**config.mk**
```make
export PLATFORM = sky130hd
export DESIGN_NAME = pcie_tx_arbiter_flat
export DESIGN_NICKNAME = d
export VERILOG_FILES = /design/src/rtl/pcie_tx_arbiter_if.sv /design/src/rtl/pcie_tx_arbiter.sv /design/src/flat_wrapper.sv
export SDC_FILE = /design/constraint.sdc
export NUM_CORES = 1
export LEC_CHECK = 0
export BUFFER_PORTS_ARGS = -buffer_cell sky130_fd_sc_hd__buf_2
export CAP_MARGIN = 10
export CORE_AREA = 4 4 70 72
export DETAILED_ROUTE_END_ITERATION = 8
export DIE_AREA = 0 0 74 76
export PLACE_DENSITY = 0.84
export SKIP_LAST_GASP = 1
export SLEW_MARGIN = 20
export SYNTH_ARGS = -nofsm -noshare
export SYNTH_HDL_FRONTEND = slang
export SYNTH_SLANG_ARGS = --single-unit
```
**constraint.sdc**
```tcl
create_clock -name user_clk -period 2.95 [get_ports user_clk]
set_input_delay 0.4425 -clock user_clk [delete_from_list [all_inputs] [get_ports user_clk]]
set_output_delay 0.4425 -clock user_clk [all_outputs]
set_load 0.02 [all_outputs]
```
**src/rtl/pcie_tx_arbiter_if.sv**
```systemverilog
// Transmit-side AXI-Stream bundle for pcie_tx_arbiter: two requester streams in, one core stream out.
// master = application/core side, slave = the arbiter.
interface pcie_tx_arbiter_if;
  logic        s0_axis_tvalid;
  logic        s0_axis_tready;
  logic        s0_axis_tlast;
  logic [31:0] s0_axis_tdata;
  logic [3:0]  s0_axis_tkeep;
  logic [3:0]  s0_axis_tuser;

  logic        s1_axis_tvalid;
  logic        s1_axis_tready;
  logic        s1_axis_tlast;
  logic [31:0] s1_axis_tdata;
  logic [3:0]  s1_axis_tkeep;
  logic [3:0]  s1_axis_tuser;

  logic        m_axis_tx_tvalid;
  logic        m_axis_tx_tready;
  logic        m_axis_tx_tlast;
  logic [31:0] m_axis_tx_tdata;
  logic [3:0]  m_axis_tx_tkeep;
  logic [3:0]  m_axis_tx_tuser;

  modport master (
    output s0_axis_tvalid, s0_axis_tlast, s0_axis_tdata, s0_axis_tkeep, s0_axis_tuser,
    input  s0_axis_tready,
    output s1_axis_tvalid, s1_axis_tlast, s1_axis_tdata, s1_axis_tkeep, s1_axis_tuser,
    input  s1_axis_tready,
    input  m_axis_tx_tvalid, m_axis_tx_tlast, m_axis_tx_tdata, m_axis_tx_tkeep, m_axis_tx_tuser,
    output m_axis_tx_tready
  );

  modport slave (
    input  s0_axis_tvalid, s0_axis_tlast, s0_axis_tdata, s0_axis_tkeep, s0_axis_tuser,
    output s0_axis_tready,
    input  s1_axis_tvalid, s1_axis_tlast, s1_axis_tdata, s1_axis_tkeep, s1_axis_tuser,
    output s1_axis_tready,
    output m_axis_tx_tvalid, m_axis_tx_tlast, m_axis_tx_tdata, m_axis_tx_tkeep, m_axis_tx_tuser,
    input  m_axis_tx_tready
  );
endinterface

```
**src/rtl/pcie_tx_arbiter.sv**
```systemverilog
// Packet-level arbiter sharing the PCI-E core TX stream between two TLP sources, with
// core config-traffic sequencing, buffer/link start gating, link-loss drain and drop counting.
module pcie_tx_arbiter #(
  parameter int unsigned MIN_BUF_AV   = 2,
  parameter bit          CFG_PRIORITY = 1'b1
) (
  input  logic                     user_clk,
  input  logic                     user_reset,
  input  logic                     user_lnk_up,
  pcie_tx_arbiter_if.slave         axis,
  input  logic [5:0]               tx_buf_av,
  input  logic                     tx_cfg_req,
  output logic                     tx_cfg_gnt,
  input  logic                     tx_err_drop,
  output logic [15:0]              drop_count,
  output logic                     busy
);

  typedef enum logic [2:0] {IDLE, GNT_CFG, PKT0, PKT1, DRAIN0, DRAIN1} state_t;

  localparam logic [5:0] MIN_BUF = 6'(MIN_BUF_AV);

  state_t state, next_state;
  logic   rr_last, rr_next;   // 0 = S0 served last, 1 = S1 served last
  logic   start_ok, any_valid;

  assign start_ok  = user_lnk_up && (tx_buf_av >= MIN_BUF);
  assign any_valid = axis.s0_axis_tvalid || axis.s1_axis_tvalid;

  always_comb begin
    next_state            = state;
    rr_next               = rr_last;
    axis.s0_axis_tready   = 1'b0;
    axis.s1_axis_tready   = 1'b0;
    axis.m_axis_tx_tvalid = 1'b0;
    axis.m_axis_tx_tlast  = 1'b0;
    axis.m_axis_tx_tdata  = '0;
    axis.m_axis_tx_tkeep  = '0;
    axis.m_axis_tx_tuser  = '0;

    case (state)
      IDLE: begin
        if (CFG_PRIORITY && tx_cfg_req) begin
          next_state = GNT_CFG;
        end else if (start_ok && any_valid) begin
          if (axis.s0_axis_tvalid && axis.s1_axis_tvalid)
            next_state = rr_last ? PKT0 : PKT1;
          else
            next_state = axis.s0_axis_tvalid ? PKT0 : PKT1;
        end else if (tx_cfg_req) begin
          next_state = GNT_CFG;
        end
      end
      GNT_CFG: begin
        if (!tx_cfg_req) next_state = IDLE;
      end
      PKT0: begin
        axis.m_axis_tx_tvalid = axis.s0_axis_tvalid;
        axis.m_axis_tx_tlast  = axis.s0_axis_tlast;
        axis.m_axis_tx_tdata  = axis.s0_axis_tdata;
        axis.m_axis_tx_tkeep  = axis.s0_axis_tkeep;
        axis.m_axis_tx_tuser  = axis.s0_axis_tuser;
        axis.s0_axis_tready   = axis.m_axis_tx_tready;
        // A closing beat wins over link loss: the packet is complete, no drain needed.
        if (axis.s0_axis_tvalid && axis.m_axis_tx_tready && axis.s0_axis_tlast) begin
          next_state = IDLE;
          rr_next    = 1'b0;
        end else if (!user_lnk_up) begin
          next_state = DRAIN0;
        end
      end
      PKT1: begin
        axis.m_axis_tx_tvalid = axis.s1_axis_tvalid;
        axis.m_axis_tx_tlast  = axis.s1_axis_tlast;
        axis.m_axis_tx_tdata  = axis.s1_axis_tdata;
        axis.m_axis_tx_tkeep  = axis.s1_axis_tkeep;
        axis.m_axis_tx_tuser  = axis.s1_axis_tuser;
        axis.s1_axis_tready   = axis.m_axis_tx_tready;
        if (axis.s1_axis_tvalid && axis.m_axis_tx_tready && axis.s1_axis_tlast) begin
          next_state = IDLE;
          rr_next    = 1'b1;
        end else if (!user_lnk_up) begin
          next_state = DRAIN1;
        end
      end
      DRAIN0: begin
        axis.s0_axis_tready = 1'b1;
        if (axis.s0_axis_tvalid && axis.s0_axis_tlast) begin
          next_state = IDLE;
          rr_next    = 1'b0;
        end
      end
      DRAIN1: begin
        axis.s1_axis_tready = 1'b1;
        if (axis.s1_axis_tvalid && axis.s1_axis_tlast) begin
          next_state = IDLE;
          rr_next    = 1'b1;
        end
      end
      default: next_state = IDLE;
    endcase

    if (user_reset) begin
      axis.s0_axis_tready   = 1'b0;
      axis.s1_axis_tready   = 1'b0;
      axis.m_axis_tx_tvalid = 1'b0;
    end
  end

  // Grant and busy are registered from next_state so they line up with the state register.
  always_ff @(posedge user_clk) begin
    if (user_reset) begin
      state      <= IDLE;
      rr_last    <= 1'b1;
      tx_cfg_gnt <= 1'b0;
      busy       <= 1'b0;
      drop_count <= '0;
    end else begin
      state      <= next_state;
      rr_last    <= rr_next;
      tx_cfg_gnt <= (next_state == GNT_CFG);
      busy       <= (next_state != IDLE);
      if (tx_err_drop && (drop_count != '1))
        drop_count <= drop_count + 16'd1;
    end
  end

endmodule

```
**src/flat_wrapper.sv**
```systemverilog
// flat-port wrapper written by rule: the top's interface ports become plain ports
module pcie_tx_arbiter_flat 
#(
  parameter int unsigned MIN_BUF_AV   = 2,
  parameter bit          CFG_PRIORITY = 1'b1
)
  (user_clk, user_reset, user_lnk_up, tx_buf_av, tx_cfg_req, tx_cfg_gnt, tx_err_drop, drop_count, busy, axis_s0_axis_tvalid, axis_s0_axis_tlast, axis_s0_axis_tdata, axis_s0_axis_tkeep, axis_s0_axis_tuser, axis_s0_axis_tready, axis_s1_axis_tvalid, axis_s1_axis_tlast, axis_s1_axis_tdata, axis_s1_axis_tkeep, axis_s1_axis_tuser, axis_s1_axis_tready, axis_m_axis_tx_tvalid, axis_m_axis_tx_tlast, axis_m_axis_tx_tdata, axis_m_axis_tx_tkeep, axis_m_axis_tx_tuser, axis_m_axis_tx_tready);
  pcie_tx_arbiter_if axis_i ();
  input  logic user_clk;
  input  logic user_reset;
  input  logic user_lnk_up;
  input  logic [5:0] tx_buf_av;
  input  logic tx_cfg_req;
  output logic tx_cfg_gnt;
  input  logic tx_err_drop;
  output logic [15:0] drop_count;
  output logic busy;
  input wire logic [$bits(axis_i.s0_axis_tvalid)-1:0] axis_s0_axis_tvalid;
  input wire logic [$bits(axis_i.s0_axis_tlast)-1:0] axis_s0_axis_tlast;
  input wire logic [$bits(axis_i.s0_axis_tdata)-1:0] axis_s0_axis_tdata;
  input wire logic [$bits(axis_i.s0_axis_tkeep)-1:0] axis_s0_axis_tkeep;
  input wire logic [$bits(axis_i.s0_axis_tuser)-1:0] axis_s0_axis_tuser;
  output wire logic [$bits(axis_i.s0_axis_tready)-1:0] axis_s0_axis_tready;
  input wire logic [$bits(axis_i.s1_axis_tvalid)-1:0] axis_s1_axis_tvalid;
  input wire logic [$bits(axis_i.s1_axis_tlast)-1:0] axis_s1_axis_tlast;
  input wire logic [$bits(axis_i.s1_axis_tdata)-1:0] axis_s1_axis_tdata;
  input wire logic [$bits(axis_i.s1_axis_tkeep)-1:0] axis_s1_axis_tkeep;
  input wire logic [$bits(axis_i.s1_axis_tuser)-1:0] axis_s1_axis_tuser;
  output wire logic [$bits(axis_i.s1_axis_tready)-1:0] axis_s1_axis_tready;
  output wire logic [$bits(axis_i.m_axis_tx_tvalid)-1:0] axis_m_axis_tx_tvalid;
  output wire logic [$bits(axis_i.m_axis_tx_tlast)-1:0] axis_m_axis_tx_tlast;
  output wire logic [$bits(axis_i.m_axis_tx_tdata)-1:0] axis_m_axis_tx_tdata;
  output wire logic [$bits(axis_i.m_axis_tx_tkeep)-1:0] axis_m_axis_tx_tkeep;
  output wire logic [$bits(axis_i.m_axis_tx_tuser)-1:0] axis_m_axis_tx_tuser;
  input wire logic [$bits(axis_i.m_axis_tx_tready)-1:0] axis_m_axis_tx_tready;
  assign axis_i.s0_axis_tvalid = axis_s0_axis_tvalid;
  assign axis_i.s0_axis_tlast = axis_s0_axis_tlast;
  assign axis_i.s0_axis_tdata = axis_s0_axis_tdata;
  assign axis_i.s0_axis_tkeep = axis_s0_axis_tkeep;
  assign axis_i.s0_axis_tuser = axis_s0_axis_tuser;
  assign axis_s0_axis_tready = axis_i.s0_axis_tready;
  assign axis_i.s1_axis_tvalid = axis_s1_axis_tvalid;
  assign axis_i.s1_axis_tlast = axis_s1_axis_tlast;
  assign axis_i.s1_axis_tdata = axis_s1_axis_tdata;
  assign axis_i.s1_axis_tkeep = axis_s1_axis_tkeep;
  assign axis_i.s1_axis_tuser = axis_s1_axis_tuser;
  assign axis_s1_axis_tready = axis_i.s1_axis_tready;
  assign axis_m_axis_tx_tvalid = axis_i.m_axis_tx_tvalid;
  assign axis_m_axis_tx_tlast = axis_i.m_axis_tx_tlast;
  assign axis_m_axis_tx_tdata = axis_i.m_axis_tx_tdata;
  assign axis_m_axis_tx_tkeep = axis_i.m_axis_tx_tkeep;
  assign axis_m_axis_tx_tuser = axis_i.m_axis_tx_tuser;
  assign axis_i.m_axis_tx_tready = axis_m_axis_tx_tready;
  pcie_tx_arbiter #(.MIN_BUF_AV(MIN_BUF_AV), .CFG_PRIORITY(CFG_PRIORITY)) u_core (.user_clk(user_clk), .user_reset(user_reset), .user_lnk_up(user_lnk_up), .axis(axis_i), .tx_buf_av(tx_buf_av), .tx_cfg_req(tx_cfg_req), .tx_cfg_gnt(tx_cfg_gnt), .tx_err_drop(tx_err_drop), .drop_count(drop_count), .busy(busy));
endmodule
```
==> summary.md, run 1 <==
| Metric | Value |
|---|---|
| MaxCap Viol Count | 0 |
| Share of layout cells above drive strength 1 | 0.490 |
| Number of global-route vias before repair | 2106 |
| HP Start | tx_cfg_req |
| Worst r2r dst | u_core.tx_cfg_gnt$_SDFF_PP0_ |
| Die Wd | 74 um |
| Seq/Total Area, Yosys | 0.270 |
| Root buf cell | clkbuf_8 |
| Detail Route Antenna Nets | 0 |
| First-pass GRT wire length | 9430 um |
| Max rail drop VDD | 157 uV |
| Synth Net Count | 301 |
| Leak Pwr | 1.31 nW |
| Slew HR | 0.711 |
| Mapped cell area | 1630 um^2 |
| Gp weighted congestion | 0.882 |
| Initial antenna violation count | 0 |
| Tcrit/Tclk final | 0.775 |
| Global Route Usage Sum | 0.204 |
| HPWL after DPL | 4890 um |
| Unrepaired setup endpoints after global routing | no |
| Hold Crit Endpoint | u_core.state[1]$_SDFF_PP0_ |
| Hold Slack | 0.490 ns |
| CTS buffer count | 3 |
| Max-slew violation count | 0 |
| Reg2Reg Launch Point | u_core.state[0]$_SDFF_PP0_ |
| Post-synth EDFFs | 0 |
| Type of the most critical hold path | input pin to flip-flop |
| CTS tree | built |
| Status | complete, no violations |
| Buffers & Inverters on Critical Path | 2 |
| Drt pass-1 iters | 4 |
| Die height | 76 um |
| Crit Path Class | flip-flop to primary output |
| Clk sink count | 22 |
| Reg2reg setup slack | 1.01 ns |
| I/O pin total | 158 |
| CP max-delay cell | dfxtp_1 |
| Skew final | 0.00473 ns |
| Reg2Reg Depth | 6 |
| Crit-path max cell delay | 0.58 ns |
| Worst EP required | 2.51 ns |
| Via density | 5.42 |
| Grt ovf | 0 |
| I/O Buffers | 156 |
| Post-Place Cells | 399 |
| Maximum clock path buffer count | 2 |
| Diode count | 0 |
| Area grow syn2layout | 53.3% |
| Fin area | 2500 um^2 |
| F_max | 437 MHz |
| Measured slew at the worst slew-check pin | 0.434 ns |
| Area after DPL | 2430 um^2 |
| Post-CTS Hold Fix Bufs | 0 |
| Cts repair resizes | 0 |
| CP delay by family, top | flip-flops |
| Power per cell area | 341 nW/um^2 |
| Core box area | 4290 um^2 |
| Area of the die | 5620 um^2 |
| Post-Synthesis Cells | 204 |
| Clock Latency Late Sink | 0.26 ns |
| Critical Path AT | 1.84 ns |
| Hold Fails Final Rpt | 0 |
| Average size of a mapped cell | 8.01 um^2 |
| Yosys warning total | 0 |
| DR iter-0 viols | 146 |
| Routed via count | 2185 |
| Setup WS post-layout | 0.663 ns |
| Cell row count | 24 |
| Postcts setup bufs | 0 |
| FFs w/ async S/R, synth | 0 |
| Seq cells post-synth | 22 |
| Non-Filler Instances | 403 |
| Wirelength per Cell | 14.9 um |
| Minimum clock period | 2.29 ns |
| Starting Density | 0.381 |
| Final wirelength | 6020 um |
| H-tree depth | 1 |
| Drt drc | 0 |
| CP Max Fanout | 45 |
| Final net count | 449 |
| Crit path cell chain | and3b_1 > buf_4 > a22oi_1 > nor2_1 > buf_2 |
| Finish-stage setup viols | 0 |
| Fillers | 411 |
| Synth unique cells | 46 |
| Dominant synthesized flop cell | dfxtp_1 |
| Dpl ws | 0.954 ns |
| Hold Crit Depth | 4 |
| Reg clk slew, reported paths | 0.08 ns |
| Critical path endpoint category | primary output |
| Pin count of the biggest net entering global routing | 46 |
| CP startpoint kind | flip-flop |
| Setup total negative slack | 0 ns |
flip-flops by register name, summed over array words and instances (netlist names):
name and flops:
u_core.busy 1, u_core.rr_last 1, u_core.tx_cfg_gnt 1, u_core.state 3, u_core.drop_count 16
layer usage:
metal	up-vias	global-route usage	routed length (um)
li1	1067	-	-
met2	94	0.365	3170
met1	1016	0.241	2330
met5	-	0	0
met3	8	0.0369	444
met4	0	0.0543	74
cell usage in the layout (no fill, tap or decap), types with 2 or more instances in the layout:
cell,n
a21oi_1,10
a22o_1,41
a22oi_1,2
a31oi_1,2
buf_2,156
buf_4,2
clkbuf_8,3
dfxtp_1,22
inv_1,5
mux2i_1,2
nand2_1,13
nand2b_1,2
nand3_1,13
nand4_1,3
nor2_1,22
nor2b_1,2
nor3_1,3
nor4_1,3
o21ai_0,6
o31ai_1,2
or4_1,2
xnor2_1,10
synth_stat cells, types with 2 or more instances:
cell      number  area share
a22o_1        41        0.22
dfxtp_1       22        0.27
nor2_1        22       0.051
nand2_1       13       0.030
nand3_1       13       0.040
a21oi_1       10       0.031
xnor2_1       10       0.054
clkbuf_1       9       0.021
o21ai_0        6       0.018
buf_2          5       0.015
inv_1          5       0.011
nand4_1        3       0.011
nor3_1         3      0.0092
nor4_1         3       0.011
a22oi_1        2      0.0092
a31oi_1        2      0.0077
mux2i_1        2       0.012
nand2b_1       2      0.0077
nor2b_1        2      0.0077
o31ai_1        2      0.0092
or4_1          2      0.0092
cell type report:
type	count	area, um^2	share of cell area
clock inverter	1	30.0	0.0120
inverter	5	18.8	0.00749
timing repair buffer	158	796	0.318
sequential	22	440	0.176
tap	52	65.1	0.0260
multi-input combinational	162	1110	0.445
clock buffer	3	41.3	0.0165
where the power goes:
part / internal [W] / switching (W) / leakage [nW]
Combinational: 0.000116 / 0.000133 / 1.10
Sequential: 0.000308 / 0.0000137 / 0.179
Clock: 0.000181 / 0.000103 / 0.0357
Total: 0.000604 / 0.000250 / 1.31
kinds of logic (layout without fill, tap and decap cells):
kind of cell / count (synthesis) / count (layout) / synth area share
buf+inv: 20 / 167 / 0.0528
compound gates: 71 / 71 / 0.342
simple gates: 77 / 77 / 0.257
flops: 22 / 22 / 0.270
fa+ha+maj: 1 / 1 / 0.00766
xor+xnor: 11 / 11 / 0.0590
mux: 2 / 2 / 0.0123
worst reg2reg max path: cells and delay by family (launching register included):
kind	cells	cell delay (ns)
flip-flops	1	0.58
AND/OR/NAND/NOR	3	0.52
buffers and inverters	1	0.39
AO/OA/AOI/OAI	2	0.37
worst max-delay path by stage:
stage	slack, ns	cells after the start	start	to
2_1_floorplan	1.14	4	u_core.state[0]$_SDFF_PP0_	axis_m_axis_tx_tdata[0]
3_3_place_gp	1.0	5	u_core.state[0]$_SDFF_PP0_	axis_m_axis_tx_tvalid
3_5_place_dp	0.95	5	u_core.state[0]$_SDFF_PP0_	axis_m_axis_tx_tvalid
4_1_cts	0.66	5	u_core.state[0]$_SDFF_PP0_	axis_m_axis_tx_tvalid
5_1_grt	0.49	5	u_core.state[0]$_SDFF_PP0_	axis_m_axis_tx_tvalid
6_report	0.66	5	u_core.state[0]$_SDFF_PP0_	axis_m_axis_tx_tvalid
metrics by stage:
step	utilization	total power, W
2_1_floorplan	-	0.000463
3_3_place_gp	0.567	0.000572
6_report	0.583	0.000854
3_5_place_dp	0.567	0.000577
4_1_cts	0.583	0.000859
5_1_grt	0.583	0.000900
Note: power is estimated with default switching activity, not from simulation.
==> inputs of run 2 (changes only) <==
--- a/config.mk
+++ b/config.mk
@@ -7,10 +7,10 @@
 export LEC_CHECK = 0
 export BUFFER_PORTS_ARGS = -buffer_cell sky130_fd_sc_hd__buf_2
 export CAP_MARGIN = 10
-export CORE_AREA = 4 4 70 72
+export CORE_AREA = 4 4 76 78
 export DETAILED_ROUTE_END_ITERATION = 8
-export DIE_AREA = 0 0 74 76
-export PLACE_DENSITY = 0.84
+export DIE_AREA = 0 0 80 82
+export PLACE_DENSITY = 0.75
 export SKIP_LAST_GASP = 1
 export SLEW_MARGIN = 20
 export SYNTH_ARGS = -nofsm -noshare
==> constraint.sdc (replaced) <==
create_clock -name user_clk -period 1.9 [get_ports user_clk]
set_input_delay 0.285 -clock user_clk [delete_from_list [all_inputs] [get_ports user_clk]]
set_output_delay 0.285 -clock user_clk [all_outputs]
set_load 0.02 [all_outputs]
==> summary.md, run 2 (same netlist as run 1, synthesis figures left out) <==
| Metric | Value |
|---|---|
| Max reg flops | 16 (unchanged) |
| Critical path endpoint category | primary output (unchanged) |
| Worst EP required | 1.62 ns (was 2.51 ns) |
| Most common cell after layout, fill and taps aside | buf_2 (unchanged) |
| Area of the die | 6560 um^2 (was 5620 um^2) |
| Die Wd | 80 um (was 74 um) |
| Via density | 5.16 (was 5.42) |
| Power, Total | 0.00136 W (was 0.000854 W) |
| HPWL after DPL | 5020 um (was 4890 um) |
| Biggest register | u_core.drop_count (unchanged) |
| Drt pass-1 iters | 4 (unchanged) |
| Reg2Reg Depth | 4 (was 6) |
| Measured slew at the worst slew-check pin | 0.380 ns (was 0.434 ns) |
| Max-slew violation count | 0 (unchanged) |
| Diode count | 0 (unchanged) |
| Routed via count | 2222 (was 2185) |
| Final wirelength | 6430 um (was 6020 um) |
| F_max | 537 MHz |
| Number of global-route vias before repair | 2041 (was 2106) |
| Clk sink count | 22 (unchanged) |
| H-tree depth | 1 (unchanged) |
| Setup total negative slack | 0 ns (unchanged) |
| Skew final | 0.00642 ns (was 0.00473 ns) |
| Leak Pwr | 1.38 nW (was 1.31 nW) |
| Root buf cell | clkbuf_8 (unchanged) |
| Minimum clock period | 1.86 ns |
| Max rail drop VDD | 323 uV (was 157 uV) |
| Non-Filler Instances | 431 (was 403) |
| Crit Path Class | flip-flop to primary output (unchanged) |
| Die height | 82 um (was 76 um) |
| Footprint of the multi-input gates | 1110 um^2 (unchanged) |
| Final net count | 459 (was 449) |
| Tcrit/Tclk final | 0.980 |
| Critical Path AT | 1.58 ns (was 1.84 ns) |
| Unrepaired setup endpoints after global routing | yes (was no) |
| DR iter-0 viols | 118 (was 146) |
| Worst r2r dst | u_core.drop_count[14]$_SDFFE_PP0P_ (was u_core.tx_cfg_gnt$_SDFF_PP0_) |
| Commonest non-fill, non-tap cells in the layout | buf_2, a22o_1, nor2_1, dfxtp_1 (unchanged) |
| Grt ovf | 0 (unchanged) |
| MaxCap Viol Count | 0 (unchanged) |
| Finish-stage setup viols | 0 (unchanged) |
| Drt drc | 0 (unchanged) |
| Slew HR | 0.746 (was 0.711) |
| Hold Crit Endpoint | u_core.state[1]$_SDFF_PP0_ (unchanged) |
| Reg2reg setup slack | 0.24 ns (was 1.01 ns) |
| Clock Latency Late Sink | 0.26 ns (about the same) |
| Layout Utilization | 0.523 (was 0.583) |
| Dpl ws | 0.242 ns (was 0.954 ns) |
| Hold Crit Depth | 2 (was 4) |
| Share of layout cells above drive strength 1 | 0.507 (was 0.490) |
| Pin count of the biggest net entering global routing | 44 (was 46) |
| CTS tree | built (unchanged) |
| Status | complete, no violations (unchanged) |
| Wirelength per Cell | 14.9 um (about the same) |
| HP Start | user_reset (was tx_cfg_req) |
| Post-Place Cells | 423 (was 399) |
| Area grow syn2layout | 62.4% (was 53.3%) |
| I/O pin total | 158 (unchanged) |
| Global Route Usage Sum | 0.178 (was 0.204) |
| FF/Latch Area | 444 um^2 (was 440 um^2) |
| Maximum clock path buffer count | 2 (unchanged) |
| Reg clk slew, reported paths | 0.08 ns (about the same) |
| Cell row count | 26 (was 24) |
| Hold Fails Final Rpt | 0 (unchanged) |
| CP startpoint kind | flip-flop (unchanged) |
| First-pass GRT wire length | 9520 um (was 9430 um) |
| Initial antenna violation count | 0 (unchanged) |
| Fillers | 491 (was 411) |
| Type of the most critical hold path | input pin to flip-flop (unchanged) |
| CTS buffer count | 3 (unchanged) |
| Setup WS post-layout | 0.0380 ns (was 0.663 ns) |
| Reg2Reg Launch Point | u_core.drop_count[1]$_SDFFE_PP0P_ (was u_core.state[0]$_SDFF_PP0_) |
| Gp weighted congestion | 0.908 (was 0.882) |
| Power per cell area | 512 nW/um^2 (was 341 nW/um^2) |
| Detail Route Antenna Nets | 0 (unchanged) |
| I/O Buffers | 156 (unchanged) |
| Starting Density | 0.322 (was 0.381) |
| Biggest registers after layout | u_core.drop_count (16), u_core.state (3) (unchanged) |
| Core box area | 5070 um^2 (was 4290 um^2) |
| CP Max Fanout | 24 (was 45) |
-- run 2: cell count changes in the layout (fill, tap and decap cells not counted) --
cell       delta
buf_12        +1
dfxtp_1       -1
clkbuf_16     +2
dfxtp_4       +1
buf_4         +7
-- run 2: cell type report --
| class | count | share of cell area |
|---|---|---|
| Clock buffer | 3 | 0.0156 |
| Clock inverter | 1 | 0.0113 |
| Inverter | 5 | 0.00707 |
| Multi-Input combinational cell | 162 | 0.420 |
| Sequential cell | 22 | 0.167 |
| Tap cell | 70 | 0.0330 |
| Timing Repair Buffer | 168 | 0.346 |
-- run 2: how the worst max path moves through the flow --
stage                                 startpoint                                 to  slack [ns]  cells past startpoint
6_report              u_core.state[0]$_SDFF_PP0_           axis_m_axis_tx_tdata[16]        0.04                      4
5_1_grt               u_core.state[0]$_SDFF_PP0_              axis_m_axis_tx_tvalid       -0.04                      5
4_1_cts               u_core.state[1]$_SDFF_PP0_              axis_m_axis_tx_tvalid        0.04                      5
3_5_place_dp          u_core.state[1]$_SDFF_PP0_              axis_m_axis_tx_tvalid        0.24                      5
3_3_place_gp          u_core.state[1]$_SDFF_PP0_              axis_m_axis_tx_tvalid        0.25                      5
2_1_floorplan  u_core.drop_count[0]$_SDFFE_PP0P_  u_core.drop_count[1]$_SDFFE_PP0P_        0.20                      6
-- run 2: through the flow --
stage	hold slack, ns	cell area (um^2)
2_1_floorplan	0.386	1630
3_3_place_gp	0.466	2510
3_5_place_dp	0.478	2510
4_1_cts	0.289	2590
5_1_grt	0.317	2650
6_report	0.284	2650
-- run 2: where the power goes --
group	switching, W	internal (W)
Combinational	0.000227	0.000207
Sequential	0.0000135	0.000477
Clock	0.000153	0.000281
Total	0.000394	0.000965
-- run 2: worst max-delay path, stage by stage (launching register included) --
cell	delay (ns)
dfxtp_1	0.43
and3b_1	0.21
buf_4	0.27
a22o_1	0.22
buf_2	0.18
-- run 2: what timing repair did --
| item | 4_1_cts | 5_1_grt |
|---|---|---|
| hold endpoints to repair | 0 | 0 |
| resized for setup | 1 | 1 |
| cloned | 0 | 2 |
| endpoints found under the setup margin | 11 | 7 |
| hold buffers | 0 | 0 |
| setup buffers | 0 | 2 |
-- run 2: layer usage --
metal | GRT usage | part of all wire
met1 | 0.222 | 0.40
met2 | 0.335 | 0.52
met3 | 0.0230 | 0.075
met4 | 0.0186 | 0.0042
met5 | 0 | 0
